## config.mk

```make
export PLATFORM = sky130hd
export DESIGN_NAME = rr_arbiter8
export DESIGN_NICKNAME = d
export VERILOG_FILES = /design/src/rtl/arb_pkg.sv /design/src/rtl/rr_pick8.sv /design/src/rtl/rr_arbiter8.sv
export SDC_FILE = /design/constraint.sdc
export NUM_CORES = 1
export LEC_CHECK = 0
export BUFFER_PORTS_ARGS = -buffer_cell sky130_fd_sc_hd__buf_4
export CAP_MARGIN = 20
export CORE_MARGIN = 1
export CORE_UTILIZATION = 45
export DETAILED_ROUTE_END_ITERATION = 10
export GPL_ROUTABILITY_DRIVEN = 0
export PLACE_DENSITY = 0.67
export SYNTH_ARGS = -nofsm -noshare
export SYNTH_HDL_FRONTEND = slang
export SYNTH_SLANG_ARGS = --single-unit
export TNS_END_PERCENT = 30
```

## constraint.sdc

```tcl
create_clock -name clk -period 3.75 [get_ports clk]
set_input_delay 0.1875 -clock clk [delete_from_list [all_inputs] [get_ports clk]]
set_output_delay 0.1875 -clock clk [all_outputs]
set_load 0.01 [all_outputs]
```

## src/rtl/arb_pkg.sv

```systemverilog
// Shared types and sizing for the eight-way round-robin arbiter.
// Counter width tracks the timeout limit so the compare fits exactly.
package arb_pkg;

    localparam int N_REQ = 8;
    localparam int PTR_W = 3;
    localparam int TIMEOUT_CYCLES_DEF = 16;
    localparam int TO_W = $clog2(TIMEOUT_CYCLES_DEF) + 1;

    typedef enum logic {
        IDLE,
        GRANT
    } arb_state_t;

    function automatic int to_width(input int cycles);
        return $clog2(cycles) + 1;
    endfunction

endpackage

```

## src/rtl/rr_pick8.sv

```systemverilog
// Combinational round-robin pick: first set request at or after ptr,
// wrapping modulo 8. Outputs one-hot winner plus its index.
module rr_pick8
    import arb_pkg::*;
(
    input  logic [N_REQ-1:0] req,
    input  logic [PTR_W-1:0] ptr,
    output logic [N_REQ-1:0] win,
    output logic [PTR_W-1:0] win_idx
);

    logic             found;
    logic [PTR_W-1:0] k;

    always_comb begin
        found   = 1'b0;
        win_idx = '0;
        k       = '0;
        for (int i = 0; i < N_REQ; i++) begin
            k = ptr + PTR_W'(i);
            if (!found && req[k]) begin
                found   = 1'b1;
                win_idx = k;
            end
        end
        win = found ? (N_REQ'(1) << win_idx) : '0;
    end

endmodule

```

## src/rtl/rr_arbiter8.sv

```systemverilog
// Eight-way round-robin arbiter with registered one-hot grant held to ack.
// Optional forced release on unacknowledged grants: ARB_TIMEOUT_EN.
module rr_arbiter8
    import arb_pkg::*;
#(
    parameter int TIMEOUT_CYCLES = TIMEOUT_CYCLES_DEF
) (
    input  logic             clk,
    input  logic             rst_n,
    input  logic [N_REQ-1:0] req,
    input  logic             gnt_ack,
    output logic [N_REQ-1:0] gnt,
    output logic             gnt_valid,
    output logic             timeout
);

    arb_state_t       state;
    logic [PTR_W-1:0] ptr;
    logic [PTR_W-1:0] gnt_idx;
    logic [PTR_W-1:0] pick_ptr;
    logic [N_REQ-1:0] win;
    logic [PTR_W-1:0] win_idx;
    logic             expire;
    logic             release_g;

    if (TIMEOUT_CYCLES < 2) begin : g_chk
        $error("TIMEOUT_CYCLES must be at least 2");
    end

    // On release the search starts just past the current winner.
    assign pick_ptr  = (state == GRANT) ? gnt_idx + PTR_W'(1) : ptr;
    assign release_g = (state == GRANT) && (gnt_ack || expire);

    rr_pick8 u_pick (
        .req     (req),
        .ptr     (pick_ptr),
        .win     (win),
        .win_idx (win_idx)
    );

    always_ff @(posedge clk) begin
        if (!rst_n) begin
            state     <= IDLE;
            ptr       <= '0;
            gnt       <= '0;
            gnt_idx   <= '0;
            gnt_valid <= 1'b0;
        end else begin
            unique case (state)
                IDLE: begin
                    if (|req) begin
                        gnt       <= win;
                        gnt_idx   <= win_idx;
                        gnt_valid <= 1'b1;
                        state     <= GRANT;
                    end
                end
                GRANT: begin
                    if (release_g) begin
                        ptr <= gnt_idx + PTR_W'(1);
                        if (|req) begin
                            gnt     <= win;
                            gnt_idx <= win_idx;
                        end else begin
                            gnt       <= '0;
                            gnt_valid <= 1'b0;
                            state     <= IDLE;
                        end
                    end
                end
                default: state <= IDLE;
            endcase
        end
    end

`ifdef ARB_TIMEOUT_EN
    localparam int CNT_W = to_width(TIMEOUT_CYCLES);

    logic [CNT_W-1:0] cnt;

    // Expiry on the edge that would complete the last held cycle; ack wins.
    assign expire = (state == GRANT) && !gnt_ack
                 && (cnt == CNT_W'(TIMEOUT_CYCLES - 1));

    always_ff @(posedge clk) begin
        if (!rst_n) begin
            cnt     <= '0;
            timeout <= 1'b0;
        end else begin
            timeout <= expire;
            if (state == IDLE || release_g)
                cnt <= '0;
            else
                cnt <= cnt + CNT_W'(1);
        end
    end
`else
    assign expire  = 1'b0;
    assign timeout = 1'b0;
`endif

endmodule

```

# --- Word-level counts from Yosys, hierarchy flattened ---
# Index checks and enable logic that the tools add are counted.
classes:
  n_addsub: 8
  n_shift: 1
  order_cmp: 8
  muxes: 48
  n_bitwise: 1
  eq_ne: 3
  reduce_logical: 19
ops:
  columns: ["operator", "count"]
  rows:
  - ["$mux 3", 11]
  - ["$lt 3x4->1 const B", 8]
  - ["$mux 8", 4]
  - ["$bmux 1 s3", 8]
  - ["$mux 1", 21]
  - ["$pmux 8 s2", 1]
  - ["$add 3x3->3 const B", 4]
  - ["$logic_and 1x1->1", 8]
  - ["$reduce_or 8->1", 1]
  - ["$shl 1x3->8 const A", 1]
  - ["$logic_not 1->1", 7]
  - ["$add 3x1->3 const B", 2]
  - ["$add 3x2->3 const B", 2]
  - ["$pmux 3 s2", 1]
  - ["$ne 2x2->1 const B", 2]
  - ["$pmux 1 s2", 2]
  - ["$reduce_and 2->1", 2]
  - ["$reduce_and 3->1", 1]
  - ["$ne 2x1->1 const B", 1]
  - ["$not 1->1", 1]
totals:
  output_inout_bits: 10
  ff_bits: 16
  elab_cells: 93
  inputBits: 11

# --- Depth between registers and ports, before layout ---
# Gate-level depths: netlist of the first run.
depth:
  depth_word: 31
  depth_mapped: 14
  mapped_depth_nobuf: 12

# --- By module ---
# A second synthesis of the first run with hierarchy kept.
hier_totals:
  hier_cells: 210
  hier_area_um2: 1871.8
by_module_without_submodules:
  columns: ["module", "seq_area_each_um2", "cells_per_inst", "area_per_inst_um2", "instances"]
  rows:
  - ["rr_pick8", 0.0, 110, 963.4, 1]
  - ["rr_arbiter8", 320.3, 100, 908.4, 1]

# --- Least setup slack after synthesis of the first run ---
# OpenSTA, ideal clock, no wires.
synth_timing:
  path_kind: "reg-to-reg"
  start: "reg gnt_idx[0]"
  end: "reg gnt[1]"
  stages_incl_launch_ff: 13
  path_buffers: 1
  setup_ns: 0.117
  synth_period_minus_slack_ns: 3.590
  required_ns: 3.633
  path_slack_ns: 0.160
  arrival_ns: 3.472
  cell_sequence: "dfxtp_1 -> ha_1 -> mux2_2 -> clkbuf_1 -> ha_1 -> xnor2_1 -> mux2i_1 -> mux2_2 -> o32ai_1 -> or4_4 -> a22oi_4 -> and3b_1 -> a32o_1"
synth_via:
  elab_chain_len: 31
  elab_cells_between_ends: 61
  classes_between: "add/sub (8); shift (1); mux (38); reduce/logical (14)"
synth_lines:
  columns: ["element", "line", "source"]
  rows:
  - ["from (decl)", "rr_arbiter8.sv:19", "logic [PTR_W-1:0] gnt_idx;"]
  - ["from (signal assigned)", "rr_arbiter8.sv:53", "gnt_idx <= win_idx;"]
  - ["from (signal assigned)", "rr_arbiter8.sv:63", "gnt_idx <= win_idx;"]
  - ["$add 3x1->3 *", "rr_arbiter8.sv:31", "assign pick_ptr = (state == GRANT) ? gnt_idx + PTR_W'(1) : ptr;"]
  - ["$mux 3 *", "rr_arbiter8.sv:31", null]
  - ["parallel branches: the longest is 25 deep, another holds $add 3x1->3", null, null]
  - ["$mux 8 *", "rr_pick8.sv:26", "win = found ? (N_REQ'(1) << win_idx) : '0;"]
  - ["$mux 8", "rr_arbiter8.sv:61", "if (|req) begin"]
  - ["$mux 8", "rr_arbiter8.sv:59", "if (release_g) begin"]
  - ["$pmux 8 s2 *", "rr_arbiter8.sv:49", "unique case (state)"]
  - ["to (signal assigned)", "rr_arbiter8.sv:52", "gnt <= win;"]
  - ["to (signal assigned)", "rr_arbiter8.sv:62", "gnt <= win;"]
  - ["to (decl)", "rr_arbiter8.sv:12", "output logic [N_REQ-1:0] gnt,"]
# Mark *: on every way between the ends. The select of a mux whose other input is x is not followed.
# A chain may end at the register's enable or synchronous reset.

# --- Worst setup path in the final report of the first run ---
layout_timing:
  start: "reg gnt_idx[0]"
  end: "reg gnt[5]"
# The elaborated chain is that of the path after synthesis.

==> run metrics, run 1 <==
sequential area share after synthesis=20.3%; Placed Cells=258; initial antenna violation count=0; post-route non-filler standard cell count=263; synthesized cell area=around 0.0016 mm^2; asr flop ratio synth=0%; Worst Path Max Fanout=6; detailed-route via count=1633; post-route cell area=0.00185 mm^2; ys flop type=dfxtp_1; CP Cell Sequence=ha_1 > xnor2_1 > mux2i_1 > mux4_1 > mux2_2 > nand2b_1 > a211oi_1 > or4_4 > a22oi_4 > and3b_1 > a32o_1; Rows=21; Root Driver=clkbuf_4; Crit path required time=3.93 ns; overall routed net length=4350 um; f_max=276 MHz; Inserted Clock Buffers=3; DR WL/cell=~17 um; Placed Area=approximately 0.0018 mm^2; number of synthesized flops with an enable pin=0; slew of the pin with the lowest slew margin=0.613 ns; largest family of logic cells by synthesized area=simple AND/OR/NAND/NOR gates; layout cell share with drive strength beyond 1=24.9%; post-synthesis xor/xnor area fraction=3.25%; remaining antenna violation count=0; maximum VDD drop=about 400 uV; vias in the first global route=1536; Clock transition at path regs=0.09 ns; DRC=0; dpl hpwl=3460 um; pins over their slew limit=0; ANT cells=0; Fin Hold WS=0.204 ns; CTS Buffer Depth=2; synthesized instance count=194; wire length of the first global-routing pass=7080 um; gr usage total=between 20% and 30%; worst path arrival time=approximately 3.8 ns; Skew-Pair Late Insertion Delay=0.28 ns; Yosys cell types=61; Fin. Hold Viols=0; Leak Pwr=0.821 nW; CP endpoint kind=flop; portion of netlist area occupied by mux cells=15.3%; final setup vio count=0; Vias/cell=6.21; Die W=between 60 and 70 um; grt ovf=0; simple-gate share of the synthesized area=around 27%; unrepaired setup endpoints after global routing=no; largest net degree at the start of global routing=14; worst setup path class=reg -> reg; synth warn=0; min cycle time layout=3.62 ns; Compound-Gate Fraction of Synth Area=between 20% and 30%; Clock Skew=0.00335 ns; #FFs+latches synth=16; sequential cell area=322 um^2; Die Area=0.00374 mm^2; crit path max-delay cell type=or4_4; Slew HR=59.1%; syn_nets=208; Top Ports=21; CTS tree=done; status=complete, no violations; Worst path max stage delay=0.55 ns; area share of fa/ha/maj cells after synthesis=under 10%; chip height=61.2 um; IO buf count=19; worst hold path type=in -> reg; Starting DRT DRC Count=127; fin crit share=96.5%; Critical Path Start Type=flop; initial cell density of the core=~47%; Power Dens Cells=~780 mW/mm^2; fin nets=232; first-pass iteration count of the detailed router=4; fillers=320; Core Box Area=0.00334 mm^2; Area Overhead vs Synth=17.3%; Clock Sinks=16; Post-Syn Area per Cell=8.13 um^2; H-tree Lvls=1; max-cap viol count=0; Final TNS setup=0 ns; area of the multi-input gates=about 0.0012 mm^2
[critical path: cells and delay by family (launching register included)]
| family | cells | cell delay (ns) |
|---|---|---|
| fa+ha+maj | 1 | 0.33 |
| simple gates | 3 | 0.86 |
| compound gates | 3 | 0.56 |
| flops | 1 | 0.33 |
| mux | 3 | 1.28 |
| xor+xnor | 1 | 0.14 |
[cell usage after synthesis (2+ instances only)]
master	number	area, um^2
a21o_1	2	15.0
a21oi_1	12	60.1
ha_1	3	37.5
o22ai_1	2	12.5
and3_1	6	37.5
or2_2	2	12.5
nor2_1	20	75.1
nand2_1	17	63.8
and2_1	3	18.8
mux2i_1	11	110
clkbuf_1	2	7.51
nand2b_1	2	12.5
nand3_1	10	50.1
nor4_1	4	25.0
a21boi_0	2	15.0
o32ai_1	2	17.5
a32o_1	9	90.1
a211oi_1	3	22.5
dfxtp_1	16	320
nor3b_1	2	15.0
nor3_1	5	25.0
mux2_2	3	33.8
mux4_2	2	45.0
inv_1	4	15.0
xnor2_1	3	26.3
o21ai_0	9	45.0
buf_2	2	10.0
mux4_1	2	52.6
nor2b_1	2	12.5
[power breakdown]
part | leakage, nW | switching, W | total, W | internal (W)
Clock | 0.0210 | 0.0000521 | 0.000111 | 0.0000590
Combinational | 0.669 | 0.000591 | 0.00108 | 0.000491
Sequential | 0.131 | 0.0000278 | 0.000244 | 0.000216
[metal layers]
layer | part of all wire (%) | GRT usage (%) | wire (um)
met1 | 44 | 32.1 | 1920
met2 | 51 | 44.3 | 2200
met3 | 3.5 | 2.52 | 153
met4 | 1.7 | 8.12 | 73
met5 | 0 | 0 | 0
[what timing repair did]
item / in CTS / in global routing
endpoints found under the setup margin: 0 / 11
hold buffers: 0 / 0
buffers inserted: 0 / 1
gates resized for setup: 0 / 8
[flip-flops by register name, indices dropped and copies added, names as in the netlist]
name,flops
state,1
gnt_valid,1
gnt_idx,3
ptr,3
gnt,8
[path summary, 6_finish.rpt]
kind,slack (ns),endpoint,from,cells past startpoint
setup / recovery,0.13,gnt[5],gnt_idx[0],11
hold / removal,0.20,ptr[1],gnt_ack,3
setup reg to reg,0.13,gnt[5],gnt_idx[0],11
hold reg to reg,0.48,gnt[6],gnt[6],1
[logic make-up after synthesis]
family / Yosys count
flip-flops: 16
buffers and inverters: 14
adder cells (fa/ha/maj): 3
other: 1
multiplexers: 18
AO/OA/AOI/OAI: 55
AND/OR/NAND/NOR: 82
XOR/XNOR: 5
[stage by stage]
stage | utilization, % | power [W] | worst slack, ns
5_1_grt | 55.4 | 0.00154 | 0.00465
4_1_cts | 54.1 | 0.00138 | 0.00868
3_5_place_dp | 53.0 | 0.00126 | 0.0422
3_3_place_gp | 53.0 | 0.00123 | 0.240
2_1_floorplan | - | 0.000991 | 0.160
6_report | 55.4 | 0.00144 | 0.130
[cell type report]
type / count / share of cell area [%]
multi-input cells: 164 / 65.1
well taps: 46 / 3.11
flip-flops and latches: 16 / 17.4
inverters: 6 / 1.49
clock buffers: 4 / 1.96
repair buffers: 27 / 11.0
[placed cells by master, fill, tap and decap left out, types with 6 or more instances in the layout]
cell     count
nor2_1      20
mux2i_1      7
buf_4       27
nand3_1     10
o21ai_0      9
and3_1       6
a21oi_1     12
a32o_1       9
dfxtp_1     15
nand2_1     17
No activity file was read; power rests on OpenSTA's default activity.
==> inputs of run 2 (changes only) <==
--- a/config.mk
+++ b/config.mk
@@ -11,7 +11,7 @@
 export CORE_UTILIZATION = 45
 export DETAILED_ROUTE_END_ITERATION = 10
 export GPL_ROUTABILITY_DRIVEN = 0
-export PLACE_DENSITY = 0.67
+export PLACE_DENSITY = 0.65
 export SYNTH_ARGS = -nofsm -noshare
 export SYNTH_HDL_FRONTEND = slang
 export SYNTH_SLANG_ARGS = --single-unit
==> constraint.sdc (replaced) <==
create_clock -name clk -period 3.58 [get_ports clk]
set_input_delay 0.179 -clock clk [delete_from_list [all_inputs] [get_ports clk]]
set_output_delay 0.179 -clock clk [all_outputs]
set_load 0.01 [all_outputs]
==> run metrics, run 2 (same netlist as run 1, synthesis figures left out) <==
status=complete, no violations; initial antenna violation count=0 (unchanged); remaining antenna violation count=0 (unchanged); worst setup path class=reg -> reg; max FFs per register=8 (unchanged); f_max=287 MHz (+3.9%); Worst path max stage delay=0.55 ns (about the same); Critical Path Start Type=flop; Slew HR=58.7% (-0.48 points); slew of the pin with the lowest slew margin=0.620 ns (+0.00716 ns); maximum VDD drop=416 uV (+3.8%); vias in the first global route=1537 (+0.065%); critical path's top delay family=multiplexers; Placed Cells=263 (+1.9%); Die W=61.2 um (unchanged); largest net degree at the start of global routing=15 (+1); initial cell density of the core=47.2% (unchanged); Top Ports=21 (unchanged); Buf/Inv on CP=0 (unchanged); Final TNS setup=0 ns (unchanged); H-tree Lvls=1 (unchanged); biggest regs=gnt (8), gnt_idx (3), ptr (3); DRC=0 (unchanged); Leak Pwr=0.843 nW (+2.8%); Clock transition at path regs=0.09 ns (about the same); Placed Area=0.00181 mm^2 (+2.5%); CP Cell Sequence=ha_1 > mux2_2 > ha_1 > xnor2_4 > mux2i_1 > mux2_2 > o32ai_1 > or4_4 > a22oi_4 > and3b_1 > a32o_1; dpl hpwl=3510 um (+1.5%); post-route non-filler standard cell count=268 (+1.9%); Vias/cell=6.35 (+2.2%); chip height=61.2 um (unchanged); max-cap viol count=0 (unchanged); pre-CTS WS=0.00996 ns (-0.0322 ns); CTS Buffer Depth=2 (unchanged); CTS tree=done; Starting DRT DRC Count=120 (-5.5%); layout cell share with drive strength beyond 1=27.9% (+3.0 points); detailed-route via count=1701 (+4.2%); ANT cells=0 (unchanged); fillers=306 (-4.4%); Core Box Area=0.00334 mm^2 (unchanged); commonest non-fill, non-tap cell in the layout=buf_4; crit path max-delay cell type=or4_4; area of the multi-input gates=0.00124 mm^2 (+3.1%); Final Worst Setup Slack=0.0968 ns (-0.0333 ns); commonest non-fill, non-tap cells in the layout=32 x buf_4, 20 x nor2_1, 17 x nand2_1; Power Dens Cells=820 mW/mm^2 (+5.5%); final setup vio count=0 (unchanged); Root Driver=clkbuf_4; grt ovf=0 (unchanged); Reg with most FFs=gnt; sequential cell area=322 um^2 (unchanged); CP endpoint kind=flop; first-pass iteration count of the detailed router=5 (+1); min cycle time layout=3.48 ns (-0.137 ns); DR WL/cell=16.5 um (-0.24%); Fin. Hold Viols=0 (unchanged); IO buf count=19 (unchanged); fin nets=237 (+2.2%); Clock Sinks=16 (unchanged); overall routed net length=4420 um (+1.7%); Die Area=0.00374 mm^2 (unchanged); Clock Skew=0.00690 ns (+0.00355 ns); Skew-Pair Late Insertion Delay=0.28 ns (about the same); gr usage total=25.3% (+0.15 points); hold buffers post-CTS=0 (unchanged); worst path arrival time=3.67 ns (-0.13 ns); Worst Path Max Fanout=5 (-1); Area Overhead vs Synth=22.1%; worst hold path type=in -> reg; pins over their slew limit=0 (unchanged); fin crit share=97.3% (+0.77 points); final core utilization=57.7% (+2.2 points); Rows=21 (unchanged); Inserted Clock Buffers=3 (unchanged); wire length of the first global-routing pass=7020 um (-0.88%); Crit path required time=3.76 ns (-0.17 ns); post-route cell area=0.00192 mm^2 (+4.1%)
-- run 2: cell count changes in the layout (fill, tap and decap cells not counted), sizes merged --
| cell | change |
|---|---|
| buf | +5 |
-- run 2: through the flow --
| step | hold WS [ns] | power [W] |
|---|---|---|
| after global placement | 0.452 | 0.00133 |
| after CTS | 0.217 | 0.00148 |
| final | 0.215 | 0.00158 |
| after detailed placement | 0.455 | 0.00136 |
| after floorplan | 0.339 | 0.00104 |
| after global routing | 0.212 | 0.00169 |
-- run 2: final timing paths --
check / start / end / slack [ns] / cells past startpoint
setup / recovery: gnt_idx[0] / gnt[1] / 0.1 / 11
hold / removal: rst_n / gnt_valid / 0.22 / 2
setup reg to reg: gnt_idx[0] / gnt[1] / 0.1 / 11
hold reg to reg: gnt[0] / gnt[0] / 0.47 / 1
-- run 2: area by class of cell --
| class | instances | area share (%) |
|---|---|---|
| flip-flops and latches | 16 | 16.7 |
| clock buffers | 4 | 1.89 |
| repair buffers | 32 | 12.5 |
| well taps | 46 | 2.99 |
| multi-input cells | 164 | 64.5 |
| inverters | 6 | 1.43 |
-- run 2: routing by layer --
metal,track usage [%],part of all wire [%],routed length (um),up-vias
li1,-,-,-,803
met1,32.9,42,1860,819
met2,43.0,51,2250,69
met3,2.73,4.9,218,10
met4,9.74,2.0,88,0
met5,0,0,0,-
-- run 2: repair_timing --
| action | 4_1_cts | 5_1_grt |
|---|---|---|
| endpoints found under the hold margin | 0 | 0 |
| setup buffers | 0 | 1 |
| setup endpoints to repair | 0 | 10 |
| gates resized for setup | 0 | 13 |
-- run 2: report_power, final --
group	switching (W)	total (W)	leakage [nW]	internal, W
combinational	0.000639	0.00121	0.691	0.000569
clock	0.0000535	0.000115	0.0210	0.0000619
sequential	0.0000273	0.000253	0.131	0.000226
total	0.000720	0.00158	0.843	0.000858
